`config.mk`:
```
export PLATFORM = sky130hd
export DESIGN_NAME = ir_beacon_tx
export DESIGN_NICKNAME = d
export VERILOG_FILES = /design/src/rtl/ir_beacon_tx.sv
export SDC_FILE = /design/constraint.sdc
export NUM_CORES = 1
export LEC_CHECK = 0
export CORE_MARGIN = 2
export CORE_UTILIZATION = 29
export CTS_CLUSTER_DIAMETER = 40
export DETAILED_ROUTE_END_ITERATION = 10
export GPL_TIMING_DRIVEN = 0
export PLACE_DENSITY_LB_ADDON = 0.12
export RECOVER_POWER = 25
export SLEW_MARGIN = 20
export SYNTH_ARGS = -nofsm -noshare
export SYNTH_HDL_FRONTEND = slang
export SYNTH_SLANG_ARGS = --single-unit
export TNS_END_PERCENT = 5
```
`constraint.sdc`:
```
create_clock -name clk -period 2.7 [get_ports clk]
set_input_delay 0.27 -clock clk [delete_from_list [all_inputs] [get_ports clk]]
set_output_delay 0.27 -clock clk [all_outputs]
set_load 0.05 [all_outputs]
```
`src/rtl/ir_beacon_tx.sv`:
```
`default_nettype none
// ============================================================================
//  Module      : ir_beacon_tx
//  Description : IR goal-beacon transmitter. Drives the beacon LED with a
//                low/high frequency square-wave carrier, either continuous
//                or as bursts of BURST_PERIODS periods separated by GAP_CLKS
//                dark clocks. Frequency/mode changes only land on period
//                boundaries, so the carrier never emits a runt half-period.
//  Revision    : 1.0  initial release
// ============================================================================
module ir_beacon_tx #(
   parameter int CLK_HZ        = 100000000,
   parameter int F_LOW_HZ      = 1000,
   parameter int F_HIGH_HZ     = 10000,
   parameter int BURST_PERIODS = 8,
   parameter int GAP_CLKS      = 400000
) (
   input  logic clk,
   input  logic Reset,
   input  logic Enable,
   input  logic Freq_Sel,
   input  logic Burst_Mode,
   output logic IR_LED,
   output logic Active,
   output logic Cycle_Tick
);

   localparam int HALF_LO  = CLK_HZ / (2 * F_LOW_HZ);
   localparam int HALF_HI  = CLK_HZ / (2 * F_HIGH_HZ);
   localparam int HALF_MAX = (HALF_LO > HALF_HI) ? HALF_LO : HALF_HI;
   localparam int HALF_W   = (HALF_MAX > 1) ? $clog2(HALF_MAX) : 1;
   localparam int PER_W    = $clog2(BURST_PERIODS + 1);
   localparam int GAP_W    = (GAP_CLKS > 1) ? $clog2(GAP_CLKS) : 1;

   typedef enum logic [1:0] {
      S_IDLE = 2'd0,
      S_ON   = 2'd1,
      S_GAP  = 2'd2
   } state_t;

   state_t            r_state,  w_state;
   logic [HALF_W-1:0] r_half,   w_half;
   logic [PER_W-1:0]  r_per,    w_per;
   logic [GAP_W-1:0]  r_gap,    w_gap;
   logic              r_sel,    w_sel;
   logic              r_burst,  w_burst;
   logic              r_led,    w_led;
   logic              r_active, w_active;
   logic              r_tick,   w_tick;

   logic [HALF_W-1:0] w_half_last;
   logic [PER_W-1:0]  w_per_inc;

   // Last half-period count for the frequency latched at the period start.
   assign w_half_last = r_sel ? HALF_W'(HALF_HI - 1) : HALF_W'(HALF_LO - 1);
   assign w_per_inc   = r_per + 1'b1;

   // State and output registers; the async clear pulls the LED dark at once.
   always_ff @(posedge clk or negedge Reset) begin
      if (!Reset) begin
         r_state  <= S_IDLE;
         r_half   <= '0;
         r_per    <= '0;
         r_gap    <= '0;
         r_sel    <= 1'b0;
         r_burst  <= 1'b0;
         r_led    <= 1'b0;
         r_active <= 1'b0;
         r_tick   <= 1'b0;
      end else begin
         r_state  <= w_state;
         r_half   <= w_half;
         r_per    <= w_per;
         r_gap    <= w_gap;
         r_sel    <= w_sel;
         r_burst  <= w_burst;
         r_led    <= w_led;
         r_active <= w_active;
         r_tick   <= w_tick;
      end
   end

   // Next-state and carrier sequencing.
   always_comb begin
      w_state  = r_state;
      w_half   = r_half;
      w_per    = r_per;
      w_gap    = r_gap;
      w_sel    = r_sel;
      w_burst  = r_burst;
      w_led    = r_led;
      w_active = r_active;
      w_tick   = 1'b0;

      case (r_state)
         S_IDLE: begin
            if (Enable) begin
               w_state  = S_ON;
               w_led    = 1'b1;
               w_active = 1'b1;
               w_half   = '0;
               w_per    = '0;
               w_gap    = '0;
               w_sel    = Freq_Sel;
               w_burst  = Burst_Mode;
            end
         end

         S_ON: begin
            if (r_half == w_half_last) begin
               w_half = '0;
               if (r_led) begin
                  w_led = 1'b0;
               end else begin
                  // Period end: the only point where inputs are honoured.
                  w_tick  = 1'b1;
                  w_sel   = Freq_Sel;
                  w_burst = Burst_Mode;
                  // Wrap rather than overflow while running continuous.
                  w_per   = (w_per_inc == PER_W'(BURST_PERIODS)) ? '0 : w_per_inc;
                  if (!Enable) begin
                     w_state  = S_IDLE;
                     w_active = 1'b0;
                     w_per    = '0;
                  end else if (r_burst && (w_per_inc == PER_W'(BURST_PERIODS))) begin
                     w_state  = S_GAP;
                     w_active = 1'b0;
                     w_gap    = '0;
                     w_per    = '0;
                  end else begin
                     w_led = 1'b1;
                  end
               end
            end else begin
               w_half = r_half + 1'b1;
            end
         end

         S_GAP: begin
            if (!Enable) begin
               w_state = S_IDLE;
               w_gap   = '0;
            end else if (r_gap == GAP_W'(GAP_CLKS - 1)) begin
               w_state  = S_ON;
               w_led    = 1'b1;
               w_active = 1'b1;
               w_half   = '0;
               w_per    = '0;
               w_gap    = '0;
               w_sel    = Freq_Sel;
               w_burst  = Burst_Mode;
            end else begin
               w_gap = r_gap + 1'b1;
            end
         end

         default: begin
            w_state  = S_IDLE;
            w_led    = 1'b0;
            w_active = 1'b0;
         end
      endcase
   end

   assign IR_LED     = r_led;
   assign Active     = r_active;
   assign Cycle_Tick = r_tick;

endmodule
`default_nettype wire

```
* After elaboration in Yosys (flattened, before gate mapping)
Cells that the tools add are included.
Word-level totals: bits in registers 46, input bits 5, output and inout bits 3
Operators by class: $add $sub $neg 3, eq/ne operators 14, muxes and demuxes 59, reductions and logical operators 9
Operator list (number):
- 19-bit 2-to-1 mux | 7
- 16-bit 2-to-1 mux | 5
- 19-bit one-hot mux with 3 select lines | 1
- 16-bit one-hot mux with 3 select lines | 1
- 4-bit 2-to-1 mux | 8
- 1-bit 2-to-1 mux | 24
- 19-bit by 1-bit adder with 19-bit output, second input constant | 1
- 19-bit equality test, second input constant | 1
- 6-bit AND reduction | 3
- 16-bit by 1-bit adder with 16-bit output, second input constant | 1
- 16-bit equality test | 1
- 2-bit 2-to-1 mux | 7
- 2-bit inequality test, second input constant | 7
- 1-bit one-hot mux with 3 select lines | 4
- 4-bit one-hot mux with 3 select lines | 1
- 4-bit AND reduction | 2
- 3-bit inequality test, second input constant | 2
- 2-bit one-hot mux with 3 select lines | 1
- 5-bit AND reduction | 1
- 4-bit by 1-bit adder with 4-bit output, second input constant | 1
- 4-bit equality test, second input constant | 1
- 3-bit nonzero test | 1
- 2-bit by 1-bit equality test with 1-bit output, second input constant | 1
- 2-bit equality test, second input constant | 1
- 2 further kinds | 2

* Depth between registers and ports, before layout
Gate-level depths: netlist of run 1.
word-level depth 8, depth in mapped cells 7, depth with buffers taken out 6

* Least setup slack after synthesis of run 1
No wires, ideal clock.
path kind reg2reg, start register r_gap[16], end register r_burst, library setup time 0.125 ns, data arrival time 2.205 ns, path slack 0.370 ns, cell stages (with the launch flop) 6, buffers on the path 0, period minus slack after synthesis 2.330 ns, cell sequence dfrtp_1 or4b_1 o311a_1 or3_4 a21oi_2 mux2_2
Between the ends: cells in the longest elaborated chain, start to end 3
RTL lines:
- from (decl) | line 44 | logic [GAP_W-1:0] r_gap, w_gap;
- from (signal assigned) | line 74 | r_gap <= w_gap;
- 19-bit equality test | line 143 | end else if (r_gap == GAP_W'(GAP_CLKS - 1)) begin
- 2-bit inequality test (no source line)
- 6-bit AND reduction (no source line)
- to (signal assigned) | line 76 | r_burst <= w_burst;
- to (decl) | line 46 | logic r_burst, w_burst;
Every way passes these cells. A chain may end at the register's enable or synchronous reset.

* Worst setup path after layout of run 1
Ends and elaborated chain as after synthesis.

==> flow_metrics.tcl, run 1 <==
set metrics [dict create \
    status "complete, no violations" \
    p_switching_mw 0.7151 \
    period_share_pct 94.68 \
    cp-start-kind "flop" \
    fmaxAchievable_mhz 391.2 \
    dr_total_vias 2275 \
    ys.warnings.count 0 \
    synth-edff-count 0 \
    dp_hpwl_mm 4.472 \
    die_x_um 99.32 \
    routabilityCongestion 0.8043 \
    syn_area_per_cell_um2 8.993 \
    core_mm2 0.008763 \
    synthMuxAreaShare_pct 3.324 \
    r2r-start "r_gap[16]" \
    clock_skew_ns 0.01234 \
    seq_power_share_pct 51.6 \
    worst_r2r_endpoint "r_burst" \
    grt_pass1_vias 2222 \
    leakagePower_nw 1.139 \
    synth_compound_area_share_pct 20.28 \
    synth_fa_ha_area_share_pct 1.899 \
    synth.most_common_cell "dfrtp_1" \
    clock_power_share_pct 22.3 \
    holdBufCountCts 0 \
    r2r_cells 5 \
    fin_ws_ns 0.1436 \
    drv_cap 0 \
    async_reset_ff_share_pct 100.0 \
    setup_viol 0 \
    antenna_found_initial 0 \
    combinationalPowerShare_pct 26.1 \
    viasPerCell 5.469 \
    n_antenna_cell 0 \
    wl_per_cell_um 15.43 \
    drtIter0Drc 128 \
    cts_sinks 46 \
    synth-simple-area-share_pct 25.12 \
    rsz0062_at_grt "true" \
    clockRootBuffer "clkbuf_8" \
    syn_to_final_growth_pct 11.92 \
    die_area_mm2 0.009864 \
    nets 316 \
    yosysTopAreaCell "dfrtp_1" \
    drc 0 \
    period_needed_ns 2.556 \
    cp-end-kind "flop" \
    grt_first_pass_wirelength_mm 11.39 \
    grt-ovfl-total 0 \
    die_h_um 99.32 \
    crit_end "r_burst" \
    slew-limit-headroom_pct 18.89 \
    ys_seq_area_share_pct 43.68 \
    path_clk_slew_ns 0.09 \
    place_ws_ns -0.3073 \
    synthFlopType "dfrtp_1" \
    initial_core_util_pct 30.07 \
    rrSetupSlack_ns 0.14 \
    row_count 34 \
    dr.pass1.iters 4 \
    clock_path_buffers 2 \
    synth.distinct_cells 48 \
    port_buffers 7 \
    cts-htree-levels 2 \
    ioPinCount 8 \
    crit_path_max_fanout 6 \
    path_class "reg -> reg" \
    postSynthCellCount 293 \
    drive_gt1_share_pct 8.442 \
    grt_max_degree 47 \
    grt_use_total_pct 14.30 \
    synth_area_leaders "dfrtp_1 (44%), nand3_1 (3.6%), nor2_1 (3.4%)" \
    arrival_ns 2.75 \
    yosys.area_share.xor_xnor_pct 0.9972 \
    cts_tree "yes" \
    critPathRequiredTime_ns 2.89 \
    clk_latency_ns 0.30 \
    tightest_slew_ns 1.217 \
    postRouteAntennaNets 0 \
    p_per_area_mw_per_mm2 679.9 \
    critPathLaunch "r_gap[16]" \
    maxSlewViolCount 0 \
    syn-num-nets 302 \
    wirelength_mm 6.420 \
    synthTopCellsByCount "dfrtp_1 (46), nor2_1 (24), inv_1 (21)" \
    synth_top_family_by_area "simple AND/OR/NAND/NOR gates" \
    p_int_mw 1.290 \
    netSwitchingFraction_pct 35.66 \
    cts-buffers-inserted 5 \
    yosysTopAreaCellShare_pct 43.68 \
    ir_drop_uv 194.6 \
    holdWs_ns 0.2147 \
    final-hold-violation-count 0 \
    hp-class "in -> async" \
    syn-cell-area_mm2 0.002635 \
    ys_ff_latch 46 \
]
[worst max-delay path, cell delays in order, from the launching register on]
cell and delay (ns):
dfrtp_1 0.43, or4b_1 0.59, o311a_1 0.36, or3_4 0.39, a21oi_2 0.31, mux2_2 0.38
[state kept, by name, summed over array words and instances, names as in the netlist]
name        count
r_gap          19
r_half         16
r_per           4
r_state         2
Active          1
Cycle_Tick      1
IR_LED          1
r_burst         1
r_sel           1
[logic make-up (layout without fill, tap and decap cells)]
family          count (synthesis)  count (layout)
simple gates                  123             123
compound gates                 78              78
flops                          46              46
buf+inv                        31              46
mux                             8               8
fa+ha+maj                       4               4
xor+xnor                        3               3
[worst min path at each step]
stage            from       to  cells after the start
2_1_floorplan   Reset   Active                      0
3_3_place_gp   Active   Active                      1
3_5_place_dp    Reset  r_burst                      1
4_1_cts         Reset  r_burst                      1
5_1_grt         Reset  r_burst                      1
6_report        Reset  r_burst                      1
[power by group through the flow]
stage	Sequential [mW]	Clock, mW	Combinational, mW
5_1_grt	1.07	0.494	0.588
3_3_place_gp	1.05	0	0.520
6_report	1.04	0.447	0.523
2_1_floorplan	1.05	0	0.354
3_5_place_dp	1.05	0	0.525
4_1_cts	1.04	0.467	0.528
[stage by stage]
stage	std cells	util (%)	total power, mW	cell area, µm²	setup TNS [ns]
floorplan	293	-	1.404	2635	0
global placement	408	32.41	1.569	2840	-8.260
detailed placement	408	32.38	1.577	2838	-2.885
CTS	416	33.58	2.033	2943	0
global route	416	33.65	2.154	2949	-0.2879
finish	416	33.65	2.005	2949	0
[cells in the final DEF (no fill, tap or decap), types with 6 or more instances in the layout]
cell             instances
clkbuf_1                 9
dfrtp_1                 46
nand3_1                 19
a31oi_1                 11
clkbuf_8                 6
clkdlybuf4s50_1          6
a21oi_1                 11
nor4_1                   6
nor2_1                  24
mux2_2                   6
o21ai_0                 13
nand2_1                 18
or3_1                    9
nand4_1                 14
nor3_1                   8
nand2b_1                 7
o211ai_1                10
inv_1                   21
[layout make-up]
type / count / area (µm²)
plain buffers: 10 / 46.29
inverters: 21 / 78.83
clock buffers: 7 / 86.33
repair buffers: 7 / 65.06
flip-flops and latches: 46 / 1151
clock inverters: 1 / 5.005
fillers: 933 / 5814
well taps: 108 / 135.1
multi-input cells: 216 / 1381
[metal layers]
layer | routed length [µm] | up-vias | track usage [%]
li1 | - | 1129 | -
met1 | 3173 | 1102 | 20.44
met2 | 2939 | 37 | 22.30
met3 | 226 | 7 | 2.389
met4 | 80 | 0 | 4.215
met5 | 0 | - | 0
[what timing repair did]
action	in CTS	in global routing
hold endpoints to repair	0	0
gates cloned	0	0
setup buffers	0	0
endpoints found under the setup margin	10	24
resized for setup	2	4
Note: power is estimated with default switching activity, not from simulation.
==> run 2, diff against run 1 <==
--- a/config.mk
+++ b/config.mk
@@ -9,6 +9,7 @@
 export CORE_UTILIZATION = 29
 export CTS_CLUSTER_DIAMETER = 40
 export DETAILED_ROUTE_END_ITERATION = 10
+export DONT_BUFFER_PORTS = 1
 export GPL_TIMING_DRIVEN = 0
 export PLACE_DENSITY_LB_ADDON = 0.12
 export RECOVER_POWER = 25
==> run 2 against run 1 <==
  * Total power is 3.3% lower
  * Cell area shrank 0.38%
  * Register-to-register slack improved by 0.02 ns
  * Cell count decreased by 0.24%
  * Worst hold slack worse by 0.092 ns
  * Clock skew shrank 0.0025 ns
  * Non-clock buffer count shrank 1
  * Utilization decreased by 0.13 points
  * Sequential power is 5% higher
  * Critical endpoint is now r_sel
  * Largest power group unchanged
  * Highest routed layer unchanged
==> flow_metrics.tcl, run 2 (synthesis gave the netlist of run 1 again) <==
set metrics [dict create \
    status "complete, no violations" \
    cts_tree "yes" \
    critPathLaunch "r_gap[0]" \
    syn_to_final_growth_pct 11.49 \
    wirelength_mm 6.634 \
    drc 0 \
    row_count 34 \
    stdcell_count 415 \
    cts_sinks 46 \
    postRouteAntennaNets 0 \
    place_ws_ns -0.3259 \
    clock_skew_ns 0.009874 \
    top_register "r_gap" \
    nets 316 \
    critPathRequiredTime_ns 2.89 \
    setup_viol 0 \
    viasPerCell 5.508 \
    leakagePower_nw 1.134 \
    fin_ws_ns 0.1679 \
    largest_reg_flops 19 \
    path_class "reg -> reg" \
    cp-start-kind "flop" \
    grt_pass1_vias 2191 \
    arrival_ns 2.72 \
    netSwitchingFraction_pct 36.37 \
    hp-start "Burst_Mode" \
    maxSlewViolCount 0 \
    n_antenna_cell 0 \
    period_share_pct 93.78 \
    p_per_area_mw_per_mm2 659.8 \
    antenna_found_initial 0 \
    clock_power_share_pct 21.2 \
    die_h_um 99.32 \
    path_clk_slew_ns 0.08 \
    grt_use_total_pct 14.01 \
    grt_max_degree 47 \
    die_x_um 99.32 \
    crit_path_max_fanout 6 \
    drtIter0Drc 113 \
    layout_common_cells "dfrtp_1 (46), nor2_1 (24), inv_1 (21)" \
    tightest_slew_ns 1.200 \
    dr.pass1.iters 4 \
    clk_latency_ns 0.30 \
    cp-end-kind "flop" \
    hp-class "in -> reg" \
    multi_input_area_mm2 0.001405 \
    power.total_mw 1.938 \
    cts-htree-levels 2 \
    p_switching_mw 0.7050 \
    clockRootBuffer "clkbuf_8" \
    core_mm2 0.008763 \
    dpl.cell_count 401 \
    rsz0062_at_grt "false" \
    drv_cap 0 \
    fillers 930 \
    period_needed_ns 2.532 \
    dp_hpwl_mm 4.554 \
    die_area_mm2 0.009864 \
    drive_gt1_share_pct 10.10 \
    postPlaceCellArea_mm2 0.002770 \
    fmaxAchievable_mhz 394.9 \
    fin_tns_setup_ns 0 \
    design_area_mm2 0.002938 \
    layout_commonest_cell "dfrtp_1" \
    regArea_mm2 0.001151 \
    wl_per_cell_um 15.99 \
    initial_core_util_pct 30.07 \
    ioPinCount 8 \
    slew-limit-headroom_pct 20.03 \
    holdWs_ns 0.1224 \
    final_util_pct 33.52 \
    grt-ovfl-total 0 \
    r2r-start "r_gap[0]" \
    cts-buffers-inserted 5 \
    ir_drop_uv 178.4 \
    dr_total_vias 2286 \
    port_buffers 0 \
    routabilityCongestion 0.7939 \
    top_regs "r_gap: 19 flops, r_half: 16 flops, r_per: 4 flops" \
    clock_path_buffers 2 \
    p_int_mw 1.233 \
    final-hold-violation-count 0 \
    combinationalPowerShare_pct 22.4 \
    grt_first_pass_wirelength_mm 11.10 \
    seq_power_share_pct 56.4 \
]
[run 2: changes by cell type in the layout (fill, tap and decap cells not counted), sizes merged]
| cell | delta |
|---|---|
| clkdlybuf4s50 | -6 |
| buf | +4 |
| clkinv | -1 |
| dlygate4sd3 | +1 |
| o22ai | +1 |
[run 2: timing repair]
item                                   in CTS  in global routing
setup buffers                               0                  4
hold buffers                                2                  0
pin swaps                                   0                  2
endpoints found under the hold margin      46                  0
setup endpoints to repair                  10                 16
gates cloned                                0                  1
gates resized for setup                     3                  4
[run 2: power groups by stage]
stage               clock, mW  sequential, mW  combinational [mW]
CTS                     0.433            1.09               0.441
floorplan                   0            1.05               0.354
global route            0.455            1.12               0.507
global placement            0            1.11               0.412
finish                  0.411            1.09               0.435
detailed placement          0            1.11               0.419
[run 2: layout make-up]
| class | count | share of cell area [%] |
|---|---|---|
| tap | 108 | 4.600 |
| inverter | 21 | 2.683 |
| buffer | 10 | 1.576 |
| timing repair buffer | 6 | 1.533 |
| multi-input combinational | 217 | 47.83 |
| sequential | 46 | 39.18 |
| clock buffer | 7 | 2.598 |
[run 2: worst paths after layout]
kind / to / slack (ns) / depth (start not counted)
worst min register to register: r_gap[0] / 0.51 / 1
worst max register to register: r_sel / 0.17 / 7
worst max-delay path: r_sel / 0.17 / 7
worst min-delay path: r_burst / 0.12 / 1
min in group asynchronous: Cycle_Tick / 0.77 / 2
max in group asynchronous: r_gap[6] / 1.21 / 2
[run 2: routing by layer]
layer  vias to the layer above  wire (µm)  track usage, %
li1                       1129          -               -
met1                      1136       3419           18.69
met2                        15       3000           23.13
met3                         6        134           2.600
met4                         0         80           4.320
met5                         -          0               0
[run 2: worst max-delay path, cell delays in order (launching register included)]
cell and delay (ns):
dfrtp_1 0.40, ha_1 0.28, nand4_1 0.28, o311a_1 0.46, or3_4 0.39, a21oi_2 0.11
buf_4 0.16, mux2_2 0.33
